**src/rtl/lstm_cell_unit.sv**
```systemverilog
// rtl/lstm_cell_unit.sv - LSTM cell stage: gate capture, hard activations, c update, h write-back
// Optional LSTM_SAT_FLAG_EN adds a sticky sat_flag output for clamps in c_new or h.
module lstm_cell_unit #(
    parameter int ELEMENT_BITS = 8,
    parameter int FRAC_BITS    = 4,
    parameter int FEATURE_BITS = 4,
    parameter int HIDDEN       = 4
) (
    input  logic                    sys_clk,
    input  logic                    reset,
    input  logic                    lc_oe_in,
    input  logic [ELEMENT_BITS-1:0] lc_data_in,
    input  logic                    clear_state,
    output logic [ELEMENT_BITS-1:0] h_data_out,
    output logic [FEATURE_BITS-1:0] h_address_out,
    output logic                    h_valid_out,
    output logic                    done_step,
    output logic                    busy
`ifdef LSTM_SAT_FLAG_EN
    ,
    output logic                    sat_flag
`endif
);

    localparam int E    = ELEMENT_BITS;
    localparam int W    = 2 * ELEMENT_BITS;
    localparam int S    = 2 * ELEMENT_BITS + 1;
    localparam int UB   = (HIDDEN > 1) ? $clog2(HIDDEN) : 1;
    localparam int ONE  = 2 ** FRAC_BITS;
    localparam int HALF = 2 ** (FRAC_BITS - 1);
    localparam int SMAX = 2 ** (E - 1) - 1;
    localparam int SMIN = -(2 ** (E - 1));

    function automatic logic signed [E-1:0] hard_sig(input logic signed [E-1:0] x);
        logic signed [E:0] t;
        t = (E+1)'(x >>> 2) + (E+1)'(HALF);
        if (t[E])
            hard_sig = '0;
        else if (t > (E+1)'(ONE))
            hard_sig = E'(ONE);
        else
            hard_sig = t[E-1:0];
    endfunction

    function automatic logic signed [E-1:0] hard_tanh(input logic signed [E-1:0] x);
        if (x > E'(ONE))
            hard_tanh = E'(ONE);
        else if (x < E'(-ONE))
            hard_tanh = E'(-ONE);
        else
            hard_tanh = x;
    endfunction

    function automatic logic signed [E-1:0] sat_e(input logic signed [S-1:0] v);
        if (v > S'(SMAX))
            sat_e = E'(SMAX);
        else if (v < S'(SMIN))
            sat_e = E'(SMIN);
        else
            sat_e = v[E-1:0];
    endfunction

    logic signed [E-1:0] c_mem [HIDDEN];
    logic signed [E-1:0] sig_i_q, sig_f_q, tnh_g_q, sig_o_q, c_new_q;
    logic signed [E-1:0] c_cur, c_new, h_new;
    logic signed [W-1:0] prod_fc, prod_ig, prod_h;
    logic signed [S-1:0] sum_c, h_wide;
    logic [1:0]          gate_cnt;
    logic [UB-1:0]       unit_cnt, c_unit;
    logic                c_vld, h_vld;
    logic                flush, first_word, last_unit, c_last;

    assign flush      = reset | clear_state;
    assign first_word = lc_oe_in && (gate_cnt == 2'd0) && (unit_cnt == '0);
    assign last_unit  = (unit_cnt == UB'(HIDDEN - 1));
    assign c_last     = (c_unit == UB'(HIDDEN - 1));

    // Stage C reads the gate registers one cycle after the o word; the next
    // unit's i word may overwrite sig_i_q on that same edge without harm.
    always_comb begin
        c_cur   = c_mem[c_unit];
        prod_fc = W'(sig_f_q) * W'(c_cur);
        prod_ig = W'(sig_i_q) * W'(tnh_g_q);
        sum_c   = S'(prod_fc >>> FRAC_BITS) + S'(prod_ig >>> FRAC_BITS);
        c_new   = sat_e(sum_c);
        prod_h  = W'(sig_o_q) * W'(hard_tanh(c_new_q));
        h_wide  = S'(prod_h >>> FRAC_BITS);
        h_new   = sat_e(h_wide);
    end

    always_ff @(posedge sys_clk) begin
        if (flush) begin
            gate_cnt      <= '0;
            unit_cnt      <= '0;
            c_unit        <= '0;
            c_vld         <= 1'b0;
            h_vld         <= 1'b0;
            sig_i_q       <= '0;
            sig_f_q       <= '0;
            tnh_g_q       <= '0;
            sig_o_q       <= '0;
            c_new_q       <= '0;
            h_data_out    <= '0;
            h_address_out <= '0;
            h_valid_out   <= 1'b0;
            done_step     <= 1'b0;
            busy          <= 1'b0;
            for (int k = 0; k < HIDDEN; k++)
                c_mem[k] <= '0;
        end else begin
            c_vld       <= 1'b0;
            h_vld       <= c_vld;
            h_valid_out <= h_vld;
            done_step   <= h_vld && c_last;
            if (lc_oe_in) begin
                gate_cnt <= gate_cnt + 2'd1;
                case (gate_cnt)
                    2'd0:    sig_i_q <= hard_sig(lc_data_in);
                    2'd1:    sig_f_q <= hard_sig(lc_data_in);
                    2'd2:    tnh_g_q <= hard_tanh(lc_data_in);
                    default: begin
                        sig_o_q  <= hard_sig(lc_data_in);
                        c_vld    <= 1'b1;
                        c_unit   <= unit_cnt;
                        unit_cnt <= last_unit ? '0 : unit_cnt + UB'(1);
                    end
                endcase
            end
            if (c_vld) begin
                c_mem[c_unit] <= c_new;
                c_new_q       <= c_new;
            end
            // o words are at least 4 cycles apart, so c_unit and sig_o_q are still valid here
            if (h_vld) begin
                h_data_out    <= h_new;
                h_address_out <= FEATURE_BITS'(c_unit);
            end
            if (first_word)
                busy <= 1'b1;
            else if (h_vld && c_last)
                busy <= 1'b0;
        end
    end

`ifdef LSTM_SAT_FLAG_EN
    logic sat_hit;
    assign sat_hit = (c_vld && (sum_c != S'(c_new))) || (h_vld && (h_wide != S'(h_new)));

    always_ff @(posedge sys_clk) begin
        if (flush)
            sat_flag <= 1'b0;
        else
            sat_flag <= (sat_flag && !first_word) || sat_hit;
    end
`endif

endmodule

```
**config.mk**
```make
export PLATFORM = sky130hd
export DESIGN_NAME = lstm_cell_unit
export DESIGN_NICKNAME = d
export VERILOG_FILES = /design/src/rtl/lstm_cell_unit.sv
export SDC_FILE = /design/constraint.sdc
export NUM_CORES = 1
export LEC_CHECK = 0
export ABC_CLOCK_PERIOD_IN_PS = 8800
export CAP_MARGIN = 20
export CORE_MARGIN = 1
export CORE_UTILIZATION = 50
export CTS_BUF_LIST = sky130_fd_sc_hd__clkbuf_2
export DETAILED_ROUTE_END_ITERATION = 16
export PLACE_DENSITY = 0.64
export SLEW_MARGIN = 20
export SYNTH_ARGS = -nofsm -noshare
export SYNTH_HDL_FRONTEND = slang
export SYNTH_SLANG_ARGS = --single-unit
```
**constraint.sdc**
```tcl
create_clock -name sys_clk -period 8.8 [get_ports sys_clk]
set_clock_uncertainty 0.2 [all_clocks]
set_input_delay 1.32 -clock sys_clk [delete_from_list [all_inputs] [get_ports sys_clk]]
set_output_delay 1.32 -clock sys_clk [all_outputs]
set_load 0.1 [all_outputs]
```
==> flow_summary.ini <==
[run_status]
outcome = complete, no violations

[yosys]
ys_seq_elements = 89
syn_avg_cell_area_um2 = 9.17
netlist-cell-type-count = 72
synth_edf_count = 32
yosysTopAreaCellShare_pct = 18.7
synth_top_area_cell = ha_1
ys_seq_area_share_pct = 22.0
yosys_warnings = 0
synth_area_leaders = ha_1 (19%), fa_1 (15%), dfxtp_1 (12%)
synth_ff_type = dfxtp_1
synth-async-reset-ratio_pct = 0
netlist_instances = 1042
post_synth_instance_area_um2 = 9560
yosys-top-cells-count = ha_1 (143), inv_1 (118), nand2_1 (79)
synth_most_common_cell = ha_1

[timing]
finalWorstSetupSlack_ps = 702
slew_headroom_pct = 33.9
worstMarginPinSlew_ps = 988
min_period_ps = 8100
max_freq_ghz = 0.123
slew_viol_final = 0
finalSetupTns_ps = 0
timing.final.crit_share_pct = 92.0
final_hold_viol_count = 0
setup_viol = 0
rsz0062_at_grt = no

[cts]
numCtsBuffers = 9
root_buffer = clkbuf_2
holdBufCountCts = 0
cts_resized = 0
h-tree-depth = 3
clk_latency_ps = 570
cts_tree = done
ctsLongestPathBuffers = 2
cts_setup_buffers = 0
clkTransAtPathRegs_ps = 210
clock-sinks = 89

[route]
num_vias = 7234
antenna_left = 0
firstDrtPassIters = 4
first_iter_violations = 354
wl_mm = 20.2
post_drt_wl_per_cell_um = 15.7
drc = 0
routed_via_density = 5.60

[grt]
grt_pass1_vias = 7051
grt_overflow = 0
grt_start_max_net_pins = 37
grt_antenna_before_repair = 0
grt_use_total_pct = 21.9
grt_pass1_wl_mm = 34.6

[critical_path]
critPathKind = reg -> reg
r2r-end = c_mem[0][4]$_SDFFCE_PN0P_
critical_path_required_ps = 8920
ff2ff_setup_slack_ps = 700
crit_fanout = 9
startpoint_type = register
cp-end-kind = register
cp.arrival_ps = 8220
rr_worst_depth = 26

[pwr]
powerDensity_nw_per_um2 = 71.1
leakage_nw = 5.05
ir_worst_vdd_mv = 0.0799

[placement]
place_inst = 1275
hpwl_mm = 16.4
io_buffers = 24
gp_congestion = 0.862
dp_slack_ps = 762
place_area_um2 = 9970

[cells_and_area]
filler_cell_count = 1754
fin_cells = 1291
seq_area_um2 = 2100
multi_input_area_um2 = 6870
finalInstanceArea_um2 = 10100
nets = 1280
area_delta_synth_final_pct = 5.51
utilization_pct = 53.9
diodes = 0
drive_gt1_share_pct = 4.16

[floorplanning]
ios = 27
start_util_pct = 51.1
floorplan.die_area_um2 = 19700
die_w_um = 140
die_y_um = 140
placeableCoreArea_um2 = 18700
num_rows = 50

[hold_path]
min_delay_path_depth = 2
hp-class = reg -> reg
holdPathEnd = h_data_out[0]$_SDFFE_PP0P_
min_from = h_data_out[0]$_SDFFE_PP0P_

[flow_run]
maxCapViolCount = 0
==> per-stage QoR <==
step                      hold WS [ps]  power, mW
final                              307      0.716
after global routing               334      0.747
after CTS                          311      0.722
after detailed placement           280      0.523
after global placement             274      0.523
after floorplan                    263      0.500
==> where the power goes <==
| group | switching [mW] | total, mW | internal (mW) |
|---|---|---|---|
| logic | 0.0511 | 0.0770 | 0.0259 |
| registers | 0.00472 | 0.438 | 0.433 |
| clock network | 0.136 | 0.202 | 0.0655 |
==> worst max-delay path by stage <==
stage	start	endpoint	slack, ps	depth (start not counted)
6_report	register	c_mem[0][4]$_SDFFCE_PN0P_	700	26
5_1_grt	register	c_mem[0][4]$_SDFFCE_PN0P_	110	26
3_5_place_dp	register	c_mem[0][4]$_SDFFCE_PN0P_	760	26
2_1_floorplan	register	c_mem[1][3]$_SDFFCE_PN0P_	1350	26
4_1_cts	register	c_mem[0][4]$_SDFFCE_PN0P_	710	26
3_3_place_gp	register	c_mem[0][4]$_SDFFCE_PN0P_	960	26
==> metal layers <==
metal	up-vias	part of all wire, %	GRT usage (%)
met5	-	0	0
met4	0	0.65	3.99
met3	7	3.3	2.77
met2	143	46	36.2
met1	3438	50	30.9
li1	3646	-	-
==> layout by cell type (no fill, tap or decap), types with 18 or more instances in the layout <==
cell type	netlist	final
o22ai_1	22	22
o21ai_0	37	35
fa_1	73	73
and3_1	26	26
nand2_1	79	79
a21oi_1	59	59
inv_1	118	118
nor3_1	18	18
nor2_1	57	57
ha_1	143	143
nand3_1	29	29
and2_1	72	72
dfxtp_1	57	57
edfxtp_1	32	32
clkdlybuf4s50_1	0	24
==> registers in the layout, indices dropped and copies added, names as in the netlist, named ones only <==
| signal | flops |
|---|---|
| c_vld | 1 |
| h_valid_out | 1 |
| gate_cnt | 2 |
| c_unit | 2 |
| h_data_out | 8 |
| busy | 1 |
| sig_i_q | 6 |
| unit_cnt | 2 |
| tnh_g_q | 8 |
| h_vld | 1 |
| done_step | 1 |
| h_address_out | 2 |
| c_mem | 32 |
| c_new_q | 8 |
| sig_o_q | 6 |
| sig_f_q | 6 |
==> area by class of cell <==
cell class,count,share of cell area (%)
Timing Repair Buffer,28,2.68
Sequential cell,89,20.8
Clock inverter,6,0.596
Tap cell,234,2.90
Multi-Input combinational cell,806,68.1
Inverter,118,4.39
Clock buffer,10,0.496
==> critical path, stage by stage (launching register included) <==
cell and delay, ps:
dfxtp_1 590, mux2_2 380, o21ai_0 460, inv_1 200
nand2b_1 160, fa_1 440, fa_1 550, inv_1 50
fa_1 510, fa_1 490, ha_1 350, a21oi_1 220
o21ai_0 110, a21oi_1 240, o21ai_0 210, a2111oi_0 390
nand3b_1 160, ha_1 310, and3_1 230, a221o_1 360
or2_1 220, o211ai_2 160, nor4_2 70, buf_4 170
nor2_1 330, buf_4 220, o22ai_1 100
==> logic make-up after synthesis <==
family,share of synthesized area (%)
other cells,0.0392
fa+ha+maj,34.0
compound gates,13.9
xor+xnor,2.75
buf+inv,6.21
simple gates,18.8
mux,2.30
flops,22.0
(Power assumes the default switching activity.)
